### src/rtl/uart_rx.sv
// 8N1 UART receiver: two-flop synchroniser, mid-bit sampling, valid/ready byte hand-off.
// Define UART_RX_MAJORITY_EN to take a 2-of-3 vote over the last three synchronised samples.
module uart_rx #(
    parameter int BAUD_LENGTH_IN_CYCLES = 125_000_000 / 115_200
) (
    input  logic       sysclk,
    input  logic       rst,
    input  logic       UART_RX,
    output logic [7:0] data_out,
    output logic       data_valid,
    input  logic       data_ready,
    output logic       frame_error,
    output logic       overrun,
    output logic       busy
);

    localparam int HALF = BAUD_LENGTH_IN_CYCLES / 2;
    localparam int CW   = $clog2(BAUD_LENGTH_IN_CYCLES);

    typedef enum logic [1:0] {IDLE, START, DATA, STOP} state_t;

    state_t          r_state;
    state_t          w_next;
    logic            r_sync1;
    logic            r_rx_s;
    logic            r_rx_prev;
    logic [CW-1:0]   r_count;
    logic [2:0]      r_bit_idx;
    logic [7:0]      r_shift;
    logic            w_sample;
    logic            w_at_half;
    logic            w_at_baud;
    logic            w_cnt_clr;
    logic            w_enter_data;
    logic            w_shift_en;
    logic            w_stop_ok;
    logic            w_stop_bad;
    logic            w_xfer;

    // Synchroniser and edge history; idle-high line so everything resets to 1
    always_ff @(posedge sysclk) begin
        if (rst) begin
            r_sync1   <= 1'b1;
            r_rx_s    <= 1'b1;
            r_rx_prev <= 1'b1;
        end else begin
            r_sync1   <= UART_RX;
            r_rx_s    <= r_sync1;
            r_rx_prev <= r_rx_s;
        end
    end

`ifdef UART_RX_MAJORITY_EN
    logic r_rx_prev2;

    always_ff @(posedge sysclk) begin
        if (rst) begin
            r_rx_prev2 <= 1'b1;
        end else begin
            r_rx_prev2 <= r_rx_prev;
        end
    end

    assign w_sample = (r_rx_s & r_rx_prev) | (r_rx_s & r_rx_prev2) | (r_rx_prev & r_rx_prev2);
`else
    assign w_sample = r_rx_s;
`endif

    assign w_at_half = (r_count == CW'(HALF - 1));
    assign w_at_baud = (r_count == CW'(BAUD_LENGTH_IN_CYCLES - 1));
    assign w_xfer    = data_valid & data_ready;
    assign busy      = (r_state != IDLE);

    always_ff @(posedge sysclk) begin
        if (rst) begin
            r_state <= IDLE;
        end else begin
            r_state <= w_next;
        end
    end

    always_comb begin
        w_next       = r_state;
        w_cnt_clr    = 1'b0;
        w_enter_data = 1'b0;
        w_shift_en   = 1'b0;
        w_stop_ok    = 1'b0;
        w_stop_bad   = 1'b0;
        case (r_state)
            IDLE: begin
                if (r_rx_prev && !r_rx_s) begin
                    w_next    = START;
                    w_cnt_clr = 1'b1;
                end
            end
            START: begin
                if (w_at_half) begin
                    w_cnt_clr = 1'b1;
                    if (w_sample) begin
                        w_next = IDLE;
                    end else begin
                        w_next       = DATA;
                        w_enter_data = 1'b1;
                    end
                end
            end
            DATA: begin
                if (w_at_baud) begin
                    w_cnt_clr  = 1'b1;
                    w_shift_en = 1'b1;
                    if (r_bit_idx == 3'd7) begin
                        w_next = STOP;
                    end
                end
            end
            STOP: begin
                if (w_at_baud) begin
                    w_cnt_clr  = 1'b1;
                    w_next     = IDLE;
                    w_stop_ok  = w_sample;
                    w_stop_bad = ~w_sample;
                end
            end
            default: w_next = IDLE;
        endcase
    end

    // Timing and hand-off; a completed byte takes priority over clearing valid
    always_ff @(posedge sysclk) begin
        if (rst) begin
            r_count     <= '0;
            r_bit_idx   <= 3'd0;
            data_out    <= 8'h00;
            data_valid  <= 1'b0;
            frame_error <= 1'b0;
            overrun     <= 1'b0;
        end else begin
            r_count     <= w_cnt_clr ? '0 : r_count + CW'(1);
            frame_error <= w_stop_bad;
            overrun     <= 1'b0;
            if (w_enter_data) begin
                r_bit_idx <= 3'd0;
            end else if (w_shift_en) begin
                r_bit_idx <= r_bit_idx + 3'd1;
            end
            if (w_stop_ok) begin
                data_out   <= r_shift;
                data_valid <= 1'b1;
                overrun    <= data_valid & ~data_ready;
            end else if (w_xfer) begin
                data_valid <= 1'b0;
            end
        end
    end

    always_ff @(posedge sysclk) begin
        if (w_shift_en) begin
            r_shift <= {w_sample, r_shift[7:1]};
        end
    end

endmodule
### config.mk
export PLATFORM = sky130hd
export DESIGN_NAME = uart_rx
export DESIGN_NICKNAME = d
export VERILOG_FILES = /design/src/rtl/uart_rx.sv
export SDC_FILE = /design/constraint.sdc
export NUM_CORES = 1
export LEC_CHECK = 0
export BUFFER_PORTS_ARGS = -buffer_cell sky130_fd_sc_hd__buf_2
export CAP_MARGIN = 10
export CORE_UTILIZATION = 51
export CTS_CLUSTER_SIZE = 16
export DETAILED_ROUTE_END_ITERATION = 6
export PLACE_DENSITY = 0.73
export SETUP_SLACK_MARGIN = 0.1
export SYNTH_ARGS = -nofsm -noshare
export SYNTH_HDL_FRONTEND = slang
export SYNTH_SLANG_ARGS = --single-unit
### constraint.sdc
create_clock -name sysclk -period 1.8 [get_ports sysclk]
set_clock_uncertainty 0.2 [all_clocks]
set_input_delay 0.09 -clock sysclk [delete_from_list [all_inputs] [get_ports sysclk]]
set_output_delay 0.09 -clock sysclk [all_outputs]
set_load 0.01 [all_outputs]
==> summary.md, run 1 <==
| Metric | Value |
|---|---|
| Synthesized area per cell | `approximately 11 sq um` |
| GR Layer Usage met3 | `7.48%` |
| Final hold vios | `0` |
| R2R depth | `6` |
| Storage element area | `between 800 and 900 sq um` |
| Netlist cell types | `33` |
| Detailed Route WL | `around 3600 microns` |
| LEAKAGE | `between 0.8 and 0.9 nW` |
| Synthesized area | `between 1500 and 2000 sq um` |
| Die H | `57 microns` |
| Worst Path Required | `~1900 ps` |
| Register bit total from synthesis | `38` |
| Initial antenna violation count | `0` |
| EDFF count, synth | `8` |
| First-pass GRT wire length | `5550 microns` |
| Crit start category | `register` |
| CP max stage cell | `nor4_4` |
| Post-synth ARST share | `0%` |
| Dominant synthesized flop cell | `dfxtp_1` |
| I/O pin count | `16` |
| Post-Place Cell Area | `about 1800 sq um` |
| Hold/Removal Path Class | `register to register` |
| Vias per cell | `5.60` |
| Clock H-tree levels | `2` |
| Syn Nets | `152` |
| FILL cells | `between 150 and 200` |
| CTS tree | `yes` |
| Cells after Synth | `143` |
| Core area | `approximately 2800 sq um` |
| Worst R2R Setup Slack | `-140 ps` |
| Die Width | `57 microns` |
| Multi-input logic area | `approximately 840 sq um` |
| DRT iter0 DRCs | `39` |
| FF-to-FF End | `r_bit_idx[1]` |
| CP startpoint | `r_count[9]` |
| Last element of the critical path | `r_bit_idx[1]` |
| Core Rows | `19` |
| Antenna cell count | `0` |
| CP Class | `register to register` |
| Final Cycle Share | `108%` |
| Clock sink count | `38` |
| Final WS setup | `-143 ps` |
| TritonCTS buffer count | `5` |
| Endpoint kind of the worst setup timing path | `register` |
| Drt drc | `2` |
| Antenna viol nets, final | `0` |
| Busiest layer in global routing | `met2` |
| Routed wire per std cell | `about 16 microns` |
| Starting Density | `a little over half` |
| Final nets | `between 200 and 250` |
| RSZ-0062 raised after global routing | `yes` |
| Pwr dens | `approximately 760 nW/um^2` |
| Max VDD drop | `0.849 mV` |
| CTS clk-pin slew, worst paths | `~110 ps` |
| Root Buffer | `clkbuf_4` |
| Critical R2R Launch | `r_count[9]` |
| Die area | `3250 sq um` |
| Pre-CTS WS | `-73.8 ps` |
| Pin count of the biggest net entering global routing | `18` |
| Number of global-route vias before repair | `between 1000 and 1500` |
| Worst skew pair latency | `roughly 350 ps` |
| DRT Pass-1 Iters | `6` |
| GR Layer Usage met1 | `about 28%` |
| Most common cell after layout, fill and taps aside | `dfxtp_1` |
| Crit Path Max Fanout | `6` |
| Outcome | `finished, violations left` |
| Failing checks | `DRC, setup timing` |
| Max Transition Viols Final | `0` |
| Slew headroom | `75.0%` |
| Deepest clock path buffer count | `2` |
| Port bufs | `15` |
| Min Tclk post-route | `just under 2000 ps` |
| Overall power | `approximately 1.7 mW` |
| Sequential fraction of the synthesis area | `54.5%` |
| WHS | `approximately 220 ps` |
| Most frequent cells in the layout | `dfxtp_1 (25), buf_4 (22), nor2_1 (17), buf_2 (15), mux2i_1 (10)` |
| CP Data Arrival Time | `around 2000 ps` |
| Max stage delay on crit path | `about 410 ps` |
| Endpoints failing setup | `32` |
| Total track usage | `between 20 and 25%` |
| Routability Congestion | `roughly 0.8` |
| Grt ovf | `0` |
| Actual slew at the worst max-slew pin | `around 370 ps` |
| Ys Warns | `0` |
| Top achievable clock speed | `between 500 and 600 MHz` |
| Worst-path cell chain | `nand4b_1, buf_4, nor4_4, buf_12, mux2i_1, nor2_1` |
| Final Cell Area | `~2200 sq um` |
| M2 GR Usage | `about 38%` |
| Total of max-cap violations | `0` |
| Share of cells above drive strength 1 | `about 47%` |
| Layout area overhead | `44.7%` |
| Routed vias | `about 1300` |
| DP HPWL | `between 2000 and 2500 microns` |
-- logic make-up after synthesis --
kind of cell | Yosys count | synth area share [%]
DFF | 38 | 54.5
muxes | 10 | 6.49
adders and majority gates | 5 | 4.06
and+or+nand+nor | 63 | 23.0
xor gates and xnor gates | 10 | 5.68
buffers and inverters | 9 | 2.84
AOI/OAI and AO/OA | 8 | 3.49
-- through the flow --
step	setup TNS, ps	std cells	utilization [%]
floorplan	-730	143	-
detailed placement	-877	203	64.8
global route	-4530	225	79.6
finish	-2840	225	79.6
CTS	-977	220	74.4
global placement	-226	203	64.8
-- state kept, by name, summed over array words and instances (netlist names), named ones only --
signal	count
r_count	11
data_out	8
r_shift	8
r_bit_idx	3
data_valid	1
frame_error	1
overrun	1
r_rx_prev	1
r_rx_s	1
r_state	1
r_sync1	1
-- Yosys cell counts (all sizes together), types with 2 or more instances --
cell type	n	area, sq um
a21oi	3	15.0
buf	2	16.3
clkbuf	4	16.3
dfxtp	30	601
edfxtp	8	240
ha	5	62.6
inv	3	11.3
mux2i	10	100
nand2	6	22.5
nand3	4	20.0
nand4	4	25.0
nand4b	2	17.5
nor2	17	63.8
nor3	15	75.1
nor3b	2	15.0
nor4	2	27.5
or2	5	31.3
xnor2	8	70.1
xor2	2	17.5
-- metal layers --
metal  vias up  share of wire (%)
li1        608                  -
met1       616                 43
met2        31                 52
met3         4                4.0
met4         0               0.97
met5         -                  0
-- critical path: cells and delay by family, from the launching register on --
| family | cells | cell delay (ps) |
|---|---|---|
| buffers and inverters | 2 | 390 |
| DFF | 1 | 350 |
| muxes | 1 | 190 |
| and+or+nand+nor | 3 | 720 |
-- timing repair --
action,4_1_cts,5_1_grt
setup buffers,3,4
hold buffers,4,0
resized for setup,19,19
hold endpoints to repair,14,0
pin swaps,10,11
gates cloned,2,1
endpoints found under the setup margin,34,34
-- report_power, final --
group          switching, mW  internal (mW)
combinational         0.0483         0.0479
clock                  0.284          0.428
sequential           0.00908          0.874
-- worst min-delay path by stage --
stage,start,endpoint,depth (start not counted)
after floorplan,rst,overrun,1
after global routing,r_sync1,r_rx_s,1
after detailed placement,UART_RX,r_sync1,2
final,r_sync1,r_rx_s,1
after CTS,r_sync1,r_rx_s,1
after global placement,UART_RX,r_sync1,2
-- layout make-up --
class                      count  share of cell area [%]
clock buffer                   5                    1.68
clock inverter                 3                    2.86
inverter                       3                   0.617
multi-input combinational     97                    37.8
sequential                    38                    38.2
tap                           31                    1.74
timing repair buffer          48                    17.1
No activity file was read; power rests on OpenSTA's default activity.
==> inputs of run 2 (changes only) <==
CORE_MARGIN = 4   (was default)
CORE_UTILIZATION = 39   (was 51)
PLACE_DENSITY = 0.59   (was 0.73)
RECOVER_POWER = 25   (was default)
==> run 2 against run 1 <==
Effect of this change:
- the flow finishes with violations (setup timing)
- first-iteration DRC count grew 7.7%
- wire length shrank 4.3%
- power grew 1.0%
- non-clock buffer count grew 3
- utilization shrank 20 points
- clock power grew 3.1%
- critical endpoint is now r_shift[3]
- combinational power shrank 6.3%
==> summary.md, run 2 (synthesis results as in run 1) <==
| Metric | Value |
|---|---|
| Final nets | `205 (was 202)` |
| Number of global-route vias before repair | `1183 (was 1240)` |
| Clock H-tree levels | `2 (unchanged)` |
| Pwr dens | `772 nW/um^2 (was 758 nW/um^2)` |
| Deepest clock path buffer count | `2 (unchanged)` |
| Final WS setup | `-78.3 ps (was -143 ps)` |
| Max Transition Viols Final | `0 (unchanged)` |
| Final Cycle Share | `104% (was 108%)` |
| Crit start category | `register (unchanged)` |
| Initial antenna violation count | `0 (unchanged)` |
| Final hold vios | `0 (unchanged)` |
| Top achievable clock speed | `532 MHz (was 515 MHz)` |
| Worst Path Required | `1610 ps (was 1850 ps)` |
| Finished Layout Cells | `244 (was 225)` |
| Max reg flops | `11 (unchanged)` |
| Switching pwr | `0.344 mW (was 0.342 mW)` |
| TritonCTS buffer count | `5 (unchanged)` |
| Port bufs | `15 (unchanged)` |
| DP HPWL | `2170 microns (was 2190 microns)` |
| Core area | `3740 sq um (was 2810 sq um)` |
| Die area | `5030 sq um (was 3250 sq um)` |
| Routed vias | `1238 (was 1259)` |
| Logic pwr share | `5.3% (was 5.7%)` |
| Largest register by flop count | `r_count (unchanged)` |
| Worst-path cell chain | `inv_4, ha_4, nand2_2, buf_4, nor4_4, buf_12, buf_4 (was nand4b_1, buf_4, nor4_4, buf_12, mux2i_1, nor2_1)` |
| Biggest regs | `r_count x11, data_out x8, r_shift x8 (unchanged)` |
| Max VDD drop | `0.452 mV (was 0.849 mV)` |
| Min Tclk post-route | `1880 ps (was 1940 ps)` |
| Sw Share | `20.2% (about the same)` |
| DRT iter0 DRCs | `42 (was 39)` |
| CP Data Arrival Time | `1690 ps (was 2000 ps)` |
| CP Class | `register to register (unchanged)` |
| Clock sink count | `38 (unchanged)` |
| Die H | `70.9 microns (was 57 microns)` |
| Buf/Inv on CP | `4 (was 2)` |
| CTS tree | `yes (unchanged)` |
| # placed instances | `222 (was 203)` |
| Drt drc | `0 (was 2)` |
| Multi-input logic area | `792 sq um (was 845 sq um)` |
| Share of cells above drive strength 1 | `46.4% (was 47.4%)` |
| I/O pin count | `16 (unchanged)` |
| Critical Path Most Common Cell | `buf_4` |
| Hold/Removal Path Class | `register to register (unchanged)` |
| Pin count of the biggest net entering global routing | `18 (unchanged)` |
| Failing checks | `setup timing (was DRC, setup timing)` |
| FILL cells | `328 (was 163)` |
| Slew headroom | `80.0% (was 75.0%)` |
| Delay-heaviest family, CP | `buffers and inverters (was simple AND/OR/NAND/NOR gates)` |
| Flop pwr share | `51.7% (was 52.2%)` |
| Vias per cell | `5.07 (was 5.60)` |
| Die Width | `70.9 microns (was 57 microns)` |
| Antenna cell count | `0 (unchanged)` |
| Post-layout util | `59.1% (was 79.6%)` |
| Internal Pwr Total | `1.36 mW (was 1.35 mW)` |
| Actual slew at the worst max-slew pin | `298 ps (was 372 ps)` |
| Endpoints failing setup | `23 (was 32)` |
| Storage element area | `850 sq um (was 852 sq um)` |
| Total track usage | `14.0% (was 23.1%)` |
| Starting Density | `41.2% (was 55.0%)` |
| Outcome | `finished, violations left (unchanged)` |
| Clk pwr share | `43.0% (was 42.1%)` |
| Routability Congestion | `0.806 (was 0.793)` |
| Total of max-cap violations | `0 (unchanged)` |
| Root Buffer | `clkbuf_8 (was clkbuf_4)` |
| LEAKAGE | `0.895 nW (was 0.887 nW)` |
| Most common cell after layout, fill and taps aside | `buf_4 (was dfxtp_1)` |
| CP max stage cell | `dfxtp_2 (was nor4_4)` |
| Detailed Route WL | `3450 microns (was 3600 microns)` |
| Worst skew pair latency | `290 ps (was 350 ps)` |
| Grt ovf | `0 (unchanged)` |
| RSZ-0062 raised after global routing | `yes (unchanged)` |
| CTS clk-pin slew, worst paths | `70 ps (was 110 ps)` |
| Most frequent cells in the layout | `buf_4 (27), dfxtp_1 (25), nor2_1 (17), buf_2 (15) (was dfxtp_1 (25), buf_4 (22), nor2_1 (17), buf_2 (15), mux2i_1 (10))` |
| First-pass GRT wire length | `5540 microns (was 5550 microns)` |
| Antenna viol nets, final | `0 (unchanged)` |
| Routed wire per std cell | `14.1 microns (was 16.0 microns)` |
| Layout area overhead | `43.4% (was 44.7%)` |
| Overall power | `1.71 mW (was 1.69 mW)` |
| Max stage delay on crit path | `340 ps (was 410 ps)` |
| DRT Pass-1 Iters | `4 (was 6)` |
| Endpoint kind of the worst setup timing path | `register (unchanged)` |
| Crit Path Max Fanout | `11 (was 6)` |
| Core Rows | `22 (was 19)` |
==> run 2: changes by cell type in the layout (fill, tap and decap cells not counted), moves of 2 or more <==
cell,change
buf_4,+5
clkbuf_4,-5
clkbuf_8,+6
nor3_4,-2
==> run 2: what timing repair did <==
action | 4_1_cts | 5_1_grt
endpoints found under the setup margin | 34 | 34
buffers inserted | 1 | 9
hold buffers | 3 | 0
pin swaps | 1 | 11
cloned | 1 | 1
resized for setup | 6 | 22
endpoints found under the hold margin | 12 | 0
==> run 2: path summary, 6_finish.rpt <==
check,from,end,slack [ps],cells past startpoint
worst min register to register,r_sync1,r_rx_s,220,1
worst max register to register,r_count[1],r_shift[3],-80,7
worst min-delay path,r_sync1,r_rx_s,220,1
worst max-delay path,r_count[1],r_shift[3],-80,7
==> run 2: worst reg2reg max path: cells and delay by family, from the launching register on <==
| kind | cells | cell delay (ps) |
|---|---|---|
| flops | 1 | 340 |
| fa+ha+maj | 1 | 140 |
| buf+inv | 4 | 530 |
| simple gates | 2 | 400 |
==> run 2: power groups by stage <==
stage	registers (mW)	clock network, mW	logic (mW)
2_1_floorplan	0.904	0	0.0393
3_3_place_gp	0.903	0	0.0728
3_5_place_dp	0.903	0	0.0745
4_1_cts	0.883	0.753	0.0793
5_1_grt	0.885	0.788	0.100
6_report	0.884	0.734	0.0901
==> run 2: cell type report <==
cell class                      count  share of cell area (%)
Sequential cell                    38                    38.4
Clock inverter                      1                    1.36
Timing Repair Buffer               51                    17.4
Multi-Input combinational cell     97                    35.8
Clock buffer                        6                    3.73
Inverter                            3                   0.622
Tap cell                           48                    2.71
==> run 2: metrics by stage <==
stage               setup TNS (ps)  setup WS, ps  instance area, sq um  hold WS (ps)
floorplan                     -730         -69.9                  1590         -40.3
global placement              -247         -24.4                  1850          77.5
detailed placement            -803         -54.8                  1850          82.5
CTS                           -472         -45.0                  2040           221
global route                 -3100          -154                  2210           235
finish                       -1060         -78.3                  2210           222
==> run 2: layer usage <==
layer	up-vias	GRT usage (%)	wire, microns
li1	610	-	-
met1	600	18.7	1590
met2	21	20.8	1660
met3	7	4.12	125
met4	0	6.47	72
met5	-	0	0
==> inputs of run 3 (changes only) <==
CAP_MARGIN = default   (was 10)
CORE_UTILIZATION = 40   (was 39)
PLACE_DENSITY = 0.6   (was 0.59)
SLEW_MARGIN = 0   (was default)
==> run 3 against run 2 <==
Effect of this change:
- the run still ends with setup timing left
- sequential share of layout area grew 1.7 points
- clock power shrank 17%
- hold slack lost 4.1 ps
- via count shrank 2.7%
- first-iteration DRC count shrank 43%
- wire length shrank 4.0%
- global-route usage grew 1.1 points
- cell area shrank 4.4%
- non-clock buffer count shrank 8
- combinational power shrank 1%
- setup slack gained 4.9 ps
- sequential cell count is the same
- largest cell class unchanged
- largest power group unchanged
==> summary.md, run 3 (synthesis results as in run 1) <==
| Metric | Value |
|---|---|
| Starting Density | `41.8% (was 41.2%)` |
| Crit Path Max Fanout | `6 (was 11)` |
| Post-Place Cell Area | `1850 sq um (unchanged)` |
| Final nets | `197 (was 205)` |
| M2 GR Usage | `24.2% (was 20.8%)` |
| Routability Congestion | `0.755 (was 0.806)` |
| Worst skew pair latency | `290 ps (about the same)` |
| Most frequent cells in the layout | `dfxtp_1 (25), buf_4 (21), nor2_1 (17), buf_2 (15), mux2i_1 (10) (was buf_4 (27), dfxtp_1 (25), nor2_1 (17), buf_2 (15))` |
| Outcome | `finished, violations left (unchanged)` |
| Pwr dens | `748 nW/um^2 (was 772 nW/um^2)` |
| Endpoints failing setup | `16 (was 23)` |
| CP Class | `register to register (unchanged)` |
| Clock H-tree levels | `2 (unchanged)` |
| Final WS setup | `-73.4 ps (was -78.3 ps)` |
| Antenna viol nets, final | `0 (unchanged)` |
| Post-layout util | `57.3% (was 59.1%)` |
| Busiest layer in global routing | `met2 (unchanged)` |
| Initial antenna violation count | `0 (unchanged)` |
| CTS tree | `yes (unchanged)` |
| Final hold vios | `0 (unchanged)` |
| Total of max-cap violations | `0 (unchanged)` |
| Core area | `3690 sq um (was 3740 sq um)` |
| CTS clk-pin slew, worst paths | `70 ps (about the same)` |
| Endpoint kind of the worst setup timing path | `register (unchanged)` |
| Biggest regs | `r_count x11, data_out x8, r_shift x8 (unchanged)` |
| Max VDD drop | `0.456 mV (was 0.452 mV)` |
| DP HPWL | `2280 microns (was 2170 microns)` |
| Antenna cell count | `0 (unchanged)` |
| GR Layer Usage met3 | `4.60% (was 4.12%)` |
| Failing checks | `setup timing (unchanged)` |
| Drt drc | `0 (unchanged)` |
| Die H | `70.1 microns (was 70.9 microns)` |
| RSZ-0062 raised after global routing | `yes (unchanged)` |
| WHS | `218 ps (was 222 ps)` |
| Vias per cell | `5.08 (was 5.07)` |
| Deepest clock path buffer count | `2 (unchanged)` |
| GR Layer Usage met1 | `18.3% (was 18.7%)` |
| Routed wire per std cell | `14.0 microns (was 14.1 microns)` |
| Max Transition Viols Final | `0 (unchanged)` |
| Hold/Removal Path Class | `register to register (unchanged)` |
| Pin count of the biggest net entering global routing | `18 (unchanged)` |
| TritonCTS buffer count | `5 (unchanged)` |
| Max reg flops | `11 (unchanged)` |
| Slew headroom | `79.9% (was 80.0%)` |
| Root Buffer | `clkbuf_8 (unchanged)` |
| Share of cells above drive strength 1 | `43.4% (was 46.4%)` |
| Number of global-route vias before repair | `1192 (was 1183)` |
| First-pass GRT wire length | `5790 microns (was 5540 microns)` |
| Clock sink count | `38 (unchanged)` |
| Final Cycle Share | `104% (about the same)` |
| Actual slew at the worst max-slew pin | `302 ps (was 298 ps)` |
| DRT iter0 DRCs | `24 (was 42)` |
| Largest register by flop count | `r_count (unchanged)` |
| CP Data Arrival Time | `1850 ps (was 1690 ps)` |
| Routed vias | `1205 (was 1238)` |
| Overall power | `1.58 mW (was 1.71 mW)` |
| Total track usage | `15.1% (was 14.0%)` |
| Die Width | `70.1 microns (was 70.9 microns)` |
| Crit start category | `register (unchanged)` |
| Most common cell after layout, fill and taps aside | `dfxtp_1 (was buf_4)` |
| FILL cells | `310 (was 328)` |
| Port bufs | `15 (unchanged)` |
| Pre-CTS WS | `-66.5 ps (was -54.8 ps)` |
| Detailed Route WL | `3310 microns (was 3450 microns)` |
| LEAKAGE | `0.844 nW (was 0.895 nW)` |
| Worst Path Required | `1780 ps (was 1610 ps)` |
| Final Cell Area | `2110 sq um (was 2210 sq um)` |
| Die area | `4910 sq um (was 5030 sq um)` |
| Grt ovf | `0 (unchanged)` |
| Layout area overhead | `37.1% (was 43.4%)` |
| Top achievable clock speed | `534 MHz (was 532 MHz)` |
| Core Rows | `22 (unchanged)` |
| Min Tclk post-route | `1870 ps (was 1880 ps)` |
| I/O pin count | `16 (unchanged)` |
| DRT Pass-1 Iters | `4 (unchanged)` |
-- run 3: cell count changes in the layout (fill, tap and decap cells not counted), moves of 2 or more --
cell and change:
buf_4 -6, buf_6 -2, nor3_1 +3, nor3_2 -3
-- run 3: worst paths after layout --
kind               from    endpoint  slack, ps  cells after the start
max          r_count[1]  r_count[4]        -70                      7
min             r_sync1      r_rx_s        220                      1
min reg2reg     r_sync1      r_rx_s        220                      1
max reg2reg  r_count[1]  r_count[4]        -70                      7
-- run 3: layer usage --
| layer | vias to the layer above | part of all wire [%] |
|---|---|---|
| li1 | 600 | - |
| met1 | 580 | 43 |
| met2 | 17 | 51 |
| met3 | 8 | 3.7 |
| met4 | 0 | 2.0 |
| met5 | - | 0 |
-- run 3: repair_timing --
item	in CTS	in global routing
pin swaps	3	9
cloned	1	0
setup endpoints to repair	33	34
endpoints found under the hold margin	13	0
setup buffers	2	1
resized for setup	3	19
hold buffers	3	0
-- run 3: critical path, cell delays in order (launching register included) --
cell and delay (ps):
dfxtp_2 340, inv_4 70, ha_4 110, nand4b_1 110, or4b_4 560, a21oi_4 170, buf_6 150, nor3_1 50
-- run 3: cell type report --
class | count | area, sq um | area share, %
clock buffer | 6 | 82.6 | 3.91
clock inverter | 2 | 12.5 | 0.592
inverter | 3 | 13.8 | 0.651
multi-input combinational | 97 | 782 | 37.0
sequential | 38 | 847 | 40.1
tap | 48 | 60.1 | 2.84
timing repair buffer | 43 | 317 | 15.0
-- run 3: per-stage QoR --
| step | cells | TNS, ps |
|---|---|---|
| 2_1_floorplan | 143 | -730 |
| 3_3_place_gp | 222 | -15.1 |
| 3_5_place_dp | 222 | -600 |
| 4_1_cts | 236 | -749 |
| 5_1_grt | 237 | -3390 |
| 6_report | 237 | -837 |
-- run 3: power breakdown --
part           switching [mW]  internal (mW)  total, mW
Combinational          0.0429         0.0462     0.0892
Sequential            0.00964          0.876      0.885
Clock                   0.299          0.308      0.607
